File: src/rtl/pc_fetch_unit.sv
// PC register and instruction-fetch stage: one outstanding imem request, IF/ID register,
// stall hold buffer, flush and redirect with in-flight discard. Optional: PC_ALIGN_CHECK_EN.
module pc_fetch_unit #(
    parameter logic [63:0] RESET_PC  = 64'h0,
    parameter logic [31:0] NOP_INSTR = 32'h6000_0000
) (
    input  logic        clk,
    input  logic        rst_n,
    input  logic [63:0] next_pc_i,
    input  logic        redirect_i,
    input  logic        stall_i,
    input  logic        flush_i,
    output logic [63:0] pc_o,
    output logic [63:0] pc_plus4_o,
    output logic        imem_req_o,
    output logic [63:0] imem_addr_o,
    input  logic        imem_gnt_i,
    input  logic        imem_rvalid_i,
    input  logic [31:0] imem_rdata_i,
`ifdef PC_ALIGN_CHECK_EN
    output logic        fetch_misalign_o,
`endif
    output logic        ifid_valid_o,
    output logic [63:0] ifid_pc_o,
    output logic [31:0] ifid_instr_o
);

    typedef enum logic [1:0] {S_REQ, S_WAIT, S_HOLD, S_DROP} state_t;

    state_t      state_q, state_d;
    logic [63:0] pc_q;
    logic [63:0] pc_load;
    logic [63:0] hold_pc_q;
    logic [31:0] hold_instr_q;
    logic        misaligned;
    logic        gnt_ok;
    logic        pc_en;
    logic        hold_load;
    logic        hold_clr;
    logic        ifid_load;
    logic [63:0] ifid_load_pc;
    logic [31:0] ifid_load_instr;

`ifdef PC_ALIGN_CHECK_EN
    assign pc_load    = next_pc_i;
    assign misaligned = (pc_q[1:0] != 2'b00);
    assign fetch_misalign_o = rst_n && (state_q == S_REQ) && misaligned;
`else
    assign pc_load    = next_pc_i & ~64'h3;
    assign misaligned = 1'b0;
`endif

    assign pc_o        = pc_q;
    assign imem_addr_o = pc_q;
    assign pc_plus4_o  = pc_q + 64'd4;
    assign imem_req_o  = rst_n && (state_q == S_REQ) && !misaligned;
    assign gnt_ok      = imem_req_o && imem_gnt_i;

    always_comb begin
        state_d         = state_q;
        pc_en           = 1'b0;
        hold_load       = 1'b0;
        hold_clr        = 1'b0;
        ifid_load       = 1'b0;
        ifid_load_pc    = pc_q;
        ifid_load_instr = imem_rdata_i;
        case (state_q)
            S_REQ: begin
                if (redirect_i) begin
                    pc_en   = 1'b1;
                    state_d = gnt_ok ? S_DROP : S_REQ;
                end else if (gnt_ok) begin
                    state_d = S_WAIT;
                end
            end
            S_WAIT: begin
                if (redirect_i) begin
                    pc_en   = 1'b1;
                    state_d = imem_rvalid_i ? S_REQ : S_DROP;
                end else if (imem_rvalid_i) begin
                    if (stall_i) begin
                        hold_load = 1'b1;
                        state_d   = S_HOLD;
                    end else begin
                        ifid_load = 1'b1;
                        pc_en     = 1'b1;
                        state_d   = S_REQ;
                    end
                end
            end
            S_HOLD: begin
                if (redirect_i) begin
                    pc_en    = 1'b1;
                    hold_clr = 1'b1;
                    state_d  = S_REQ;
                end else if (!stall_i) begin
                    ifid_load       = 1'b1;
                    ifid_load_pc    = hold_pc_q;
                    ifid_load_instr = hold_instr_q;
                    pc_en           = 1'b1;
                    hold_clr        = 1'b1;
                    state_d         = S_REQ;
                end
            end
            S_DROP: begin
                // The stale response may coincide with a further redirect; consuming it
                // here keeps the unit from waiting on a response that never comes.
                if (redirect_i) pc_en = 1'b1;
                if (imem_rvalid_i) state_d = S_REQ;
            end
            default: state_d = S_REQ;
        endcase
    end

    always_ff @(posedge clk or negedge rst_n) begin
        if (!rst_n) begin
            state_q <= S_REQ;
            pc_q    <= RESET_PC;
        end else begin
            state_q <= state_d;
            if (pc_en) pc_q <= pc_load;
        end
    end

    always_ff @(posedge clk or negedge rst_n) begin
        if (!rst_n) begin
            hold_pc_q    <= 64'h0;
            hold_instr_q <= 32'h0;
        end else if (hold_load) begin
            hold_pc_q    <= pc_q;
            hold_instr_q <= imem_rdata_i;
        end else if (hold_clr) begin
            hold_pc_q    <= 64'h0;
            hold_instr_q <= 32'h0;
        end
    end

    // Flush beats a same-cycle load; the PC field is left as-is on flush.
    always_ff @(posedge clk or negedge rst_n) begin
        if (!rst_n) begin
            ifid_valid_o <= 1'b0;
            ifid_pc_o    <= 64'h0;
            ifid_instr_o <= NOP_INSTR;
        end else if (flush_i) begin
            ifid_valid_o <= 1'b0;
            ifid_instr_o <= NOP_INSTR;
        end else if (ifid_load) begin
            ifid_valid_o <= 1'b1;
            ifid_pc_o    <= ifid_load_pc;
            ifid_instr_o <= ifid_load_instr;
        end
    end

endmodule

File: config.mk
export PLATFORM = sky130hd
export DESIGN_NAME = pc_fetch_unit
export DESIGN_NICKNAME = d
export VERILOG_FILES = /design/src/rtl/pc_fetch_unit.sv
export SDC_FILE = /design/constraint.sdc
export NUM_CORES = 1
export LEC_CHECK = 0
export CAP_MARGIN = 20
export CORE_ASPECT_RATIO = 1.2
export CORE_MARGIN = 4
export CORE_UTILIZATION = 30
export CTS_CLUSTER_DIAMETER = 50
export CTS_CLUSTER_SIZE = 24
export DETAILED_ROUTE_END_ITERATION = 7
export MAX_ROUTING_LAYER = met4
export PLACE_DENSITY = 0.64
export SYNTH_ARGS = -nofsm -noshare
export SYNTH_HDL_FRONTEND = slang
export SYNTH_SLANG_ARGS = --single-unit
File: constraint.sdc
create_clock -name clk -period 2.5 [get_ports clk]
set_input_delay 0.5 -clock clk [delete_from_list [all_inputs] [get_ports clk]]
set_output_delay 0.5 -clock clk [all_outputs]
set_load 0.01 [all_outputs]
==> flow_metrics.tcl <==
set metrics [dict create \
    fp.dieW_um 192 \
    path_class "register to output pin" \
    design_area_um2 18900 \
    hpwlAfterDp_mm 30.2 \
    layout_common_cells "321 x clkdlybuf4s50_1, 250 x dfrtp_1, 135 x buf_4, 112 x nor2_1, 93 x a22o_1" \
    antenna_found_initial 1 \
    tightest_slew_ns 0.903 \
    first_global_vias 11000 \
    dp_slack_ns -0.492 \
    min_period_over_period_pct 121 \
    fmax_ghz 0.330 \
    drt-initial-drc-count 422 \
    cts-root-buf "clkbuf_16" \
    final_nets 1658 \
    synthArstFlopShare_pct 100 \
    grt_overflow 0 \
    critical_path_cell_count 8 \
    ys_seq_area_share_pct 52.0 \
    finalSetupViolCount 54 \
    cp-startpoint "imem_addr_o[31]$_DFFE_PN0P_" \
    cp_top_family "simple AND/OR/NAND/NOR gates" \
    slew_headroom_pct 39.8 \
    viasPerCell 4.90 \
    worst_slack_ns -0.527 \
    place.gp.congestion 0.848 \
    finalHoldViolations 0 \
    drc 0 \
    synth_edf_count 0 \
    crit_chain "nand4_1, buf_6, nor4_2, buf_4, nand4_1, nor2_2, xor2_1, clkdlybuf4s15_2" \
    maxCapViolCount 0 \
    rr_worst_depth 8 \
    critical_path.slowest_cell "dfrtp_1" \
    core_area_um2 39900 \
    grt_setup_unrepaired "yes" \
    cp_slowest_stage_delay_ns 0.35 \
    ys_warn_count 0 \
    grt_pass1_wl_mm 65.1 \
    total_power_mw 23.3 \
    multi_input_area_um2 5590 \
    vias 10300 \
    syn_area_um2 12200 \
    gr-usage-all-layers_pct 19.2 \
    num_rows 80 \
    clock_path_buffers 3 \
    ir_worst_vdd_v 0.000673 \
    layout-drive-gt1-share_pct 27.7 \
    worstPathMaxFanout 6 \
    powerDensity_nw_per_um2 1240 \
    first_pass_iters 4 \
    crit_end "pc_plus4_o[43]" \
    violations "setup timing" \
    syn_inst 1104 \
    ant_nets 0 \
    port_buffers 382 \
    cp_common_cell "nand4_1" \
    start_util_pct 30.5 \
    hold_ws_ns 0.343 \
    fp.dieArea_um2 43900 \
    avgRoutedWirePerCell_um 20.3 \
    synth_flop_cell "dfrtp_1" \
    cp.arrival_ns 2.53 \
    fill_cells 3616 \
    layout_commonest_cell "clkdlybuf4s50_1" \
    min_path_type "input port to async pin" \
    end_kind "output pin" \
    register_area_um2 6330 \
    wirelength_mm 42.8 \
    worst_skew_pair.late_latency_ns 0.56 \
    total_leakage_power_nw 8.18 \
    synth.ff_latch_count 253 \
    r2r_end "ifid_pc_o[50]$_DFFE_PN0P_" \
    r2r_slack_ns 0.25 \
    synthToLayoutAreaGrowth_pct 55.0 \
    required_ns 2.00 \
    grt_start_max_net_pins 155 \
    path_buf_inv 3 \
    status "finished with violations" \
    slew_viol_final 0 \
    io_pins 393 \
    cts_tree "built" \
    clk_pin_slew_ns 0.07 \
    numCtsBuffers 29 \
    place_area_um2 17100 \
    worstReg2RegStart "state_q[0]$_DFFE_PN0P_" \
    ys_types 52 \
    period_needed_ns 3.03 \
    syn_area_per_cell_um2 11.0 \
    skew_ns 0.0163 \
    htreeDepth 1 \
    die_h_um 229 \
    clock-sinks 253 \
    startpoint_type "register" \
]
==> worst register-to-register path: stages, from the launching register on <==
cell     delay [ns]
dfrtp_1        0.39
inv_1          0.11
ha_1           0.30
a21oi_1        0.08
or4b_1         0.54
nor2_4         0.25
buf_12         0.26
nor2_1         0.09
a21oi_1        0.16
==> layer usage <==
metal	routed length (um)	global-route usage [%]
met3	2980	4.29
met1	17500	23.7
met5	0	-
met4	1080	5.46
met2	21200	31.8
==> Yosys cell counts, drive strengths merged (2+ instances only) <==
| cell type | n | area share [%] |
|---|---|---|
| dfrtp | 251 | 52 |
| nor2 | 132 | 4.1 |
| buf | 108 | 5.9 |
| a22o | 94 | 6.8 |
| mux2i | 88 | 7.2 |
| a21oi | 74 | 3.0 |
| mux2 | 53 | 4.9 |
| clkbuf | 45 | 1.4 |
| nand2 | 38 | 1.2 |
| xor2 | 37 | 2.7 |
| a211oi | 30 | 1.9 |
| xnor2 | 23 | 1.7 |
| nand3 | 21 | 0.97 |
| nand4 | 21 | 1.4 |
| nor3 | 21 | 1.0 |
| inv | 14 | 0.43 |
| nor4 | 11 | 0.77 |
| o21ai | 10 | 0.41 |
| ha | 6 | 0.62 |
| and3 | 5 | 0.26 |
| a211o | 2 | 0.14 |
| and2 | 2 | 0.11 |
| and4 | 2 | 0.16 |
| dfstp | 2 | 0.43 |
| nor2b | 2 | 0.10 |
| or4b | 2 | 0.20 |
==> cell type report <==
type / instances / share of cell area (%)
multi-input cells: 689 / 29.6
flip-flops and latches: 253 / 33.6
well taps: 533 / 3.53
repair buffers: 562 / 27.8
diodes: 2 / 0.0265
clock inverters: 21 / 1.21
clock buffers: 32 / 3.96
inverters: 14 / 0.278
==> kinds of logic after synthesis <==
logic type	after synthesis	share of synthesized area, %
AND/OR/NAND/NOR	260	10.5
flip-flops	253	52.0
AO/OA/AOI/OAI	214	12.5
buffers and inverters	169	7.92
multiplexers	141	12.1
XOR/XNOR	60	4.32
adder cells (fa/ha/maj)	6	0.617
other	1	0.0308
==> worst min-delay path by stage <==
stage                                         endpoint  slack [ns]  depth (start not counted)
after floorplan            hold_instr_q[0]$_DFFE_PN0P_        0.20                          0
after global routing      ifid_instr_o[18]$_DFFE_PN0P_        0.33                          2
after global placement    hold_instr_q[15]$_DFFE_PN0P_        0.32                          1
final                     ifid_instr_o[15]$_DFFE_PN0P_        0.34                          2
after CTS                 ifid_instr_o[15]$_DFFE_PN0P_        0.32                          2
after detailed placement  ifid_instr_o[15]$_DFFE_PN0P_        0.32                          1
==> timing repair <==
item                                    in CTS  in global routing
setup buffers                               22                  9
pin swaps                                   50                 45
gates cloned                                 1                  0
hold endpoints to repair                    12                  0
endpoints found under the setup margin      60                 59
gates resized for setup                    344                 59
hold buffers                                 1                  0
==> where the power goes <==
part / switching (mW) / internal (mW)
clock: 1.91 / 2.35
sequential: 1.03 / 5.77
combinational: 5.96 / 6.33
==> metrics by stage <==
| step | instances | setup TNS [ns] | util, % |
|---|---|---|---|
| after floorplan | 1111 | 0 | - |
| after detailed placement | 2021 | -15.91 | 42.9 |
| after global routing | 2105 | -24.07 | 47.2 |
| after global placement | 2021 | -14.59 | 42.9 |
| final | 2106 | -17.21 | 47.2 |
| after CTS | 2098 | -19.89 | 46.6 |
==> state kept, by name, indices dropped and copies added, names as in the netlist <==
signal	flops
hold_pc_q	62
ifid_pc_o	62
imem_addr_o	62
hold_instr_q	32
ifid_instr_o	32
state_q	2
ifid_valid_o	1
Power figures use the tool's default switching activity.
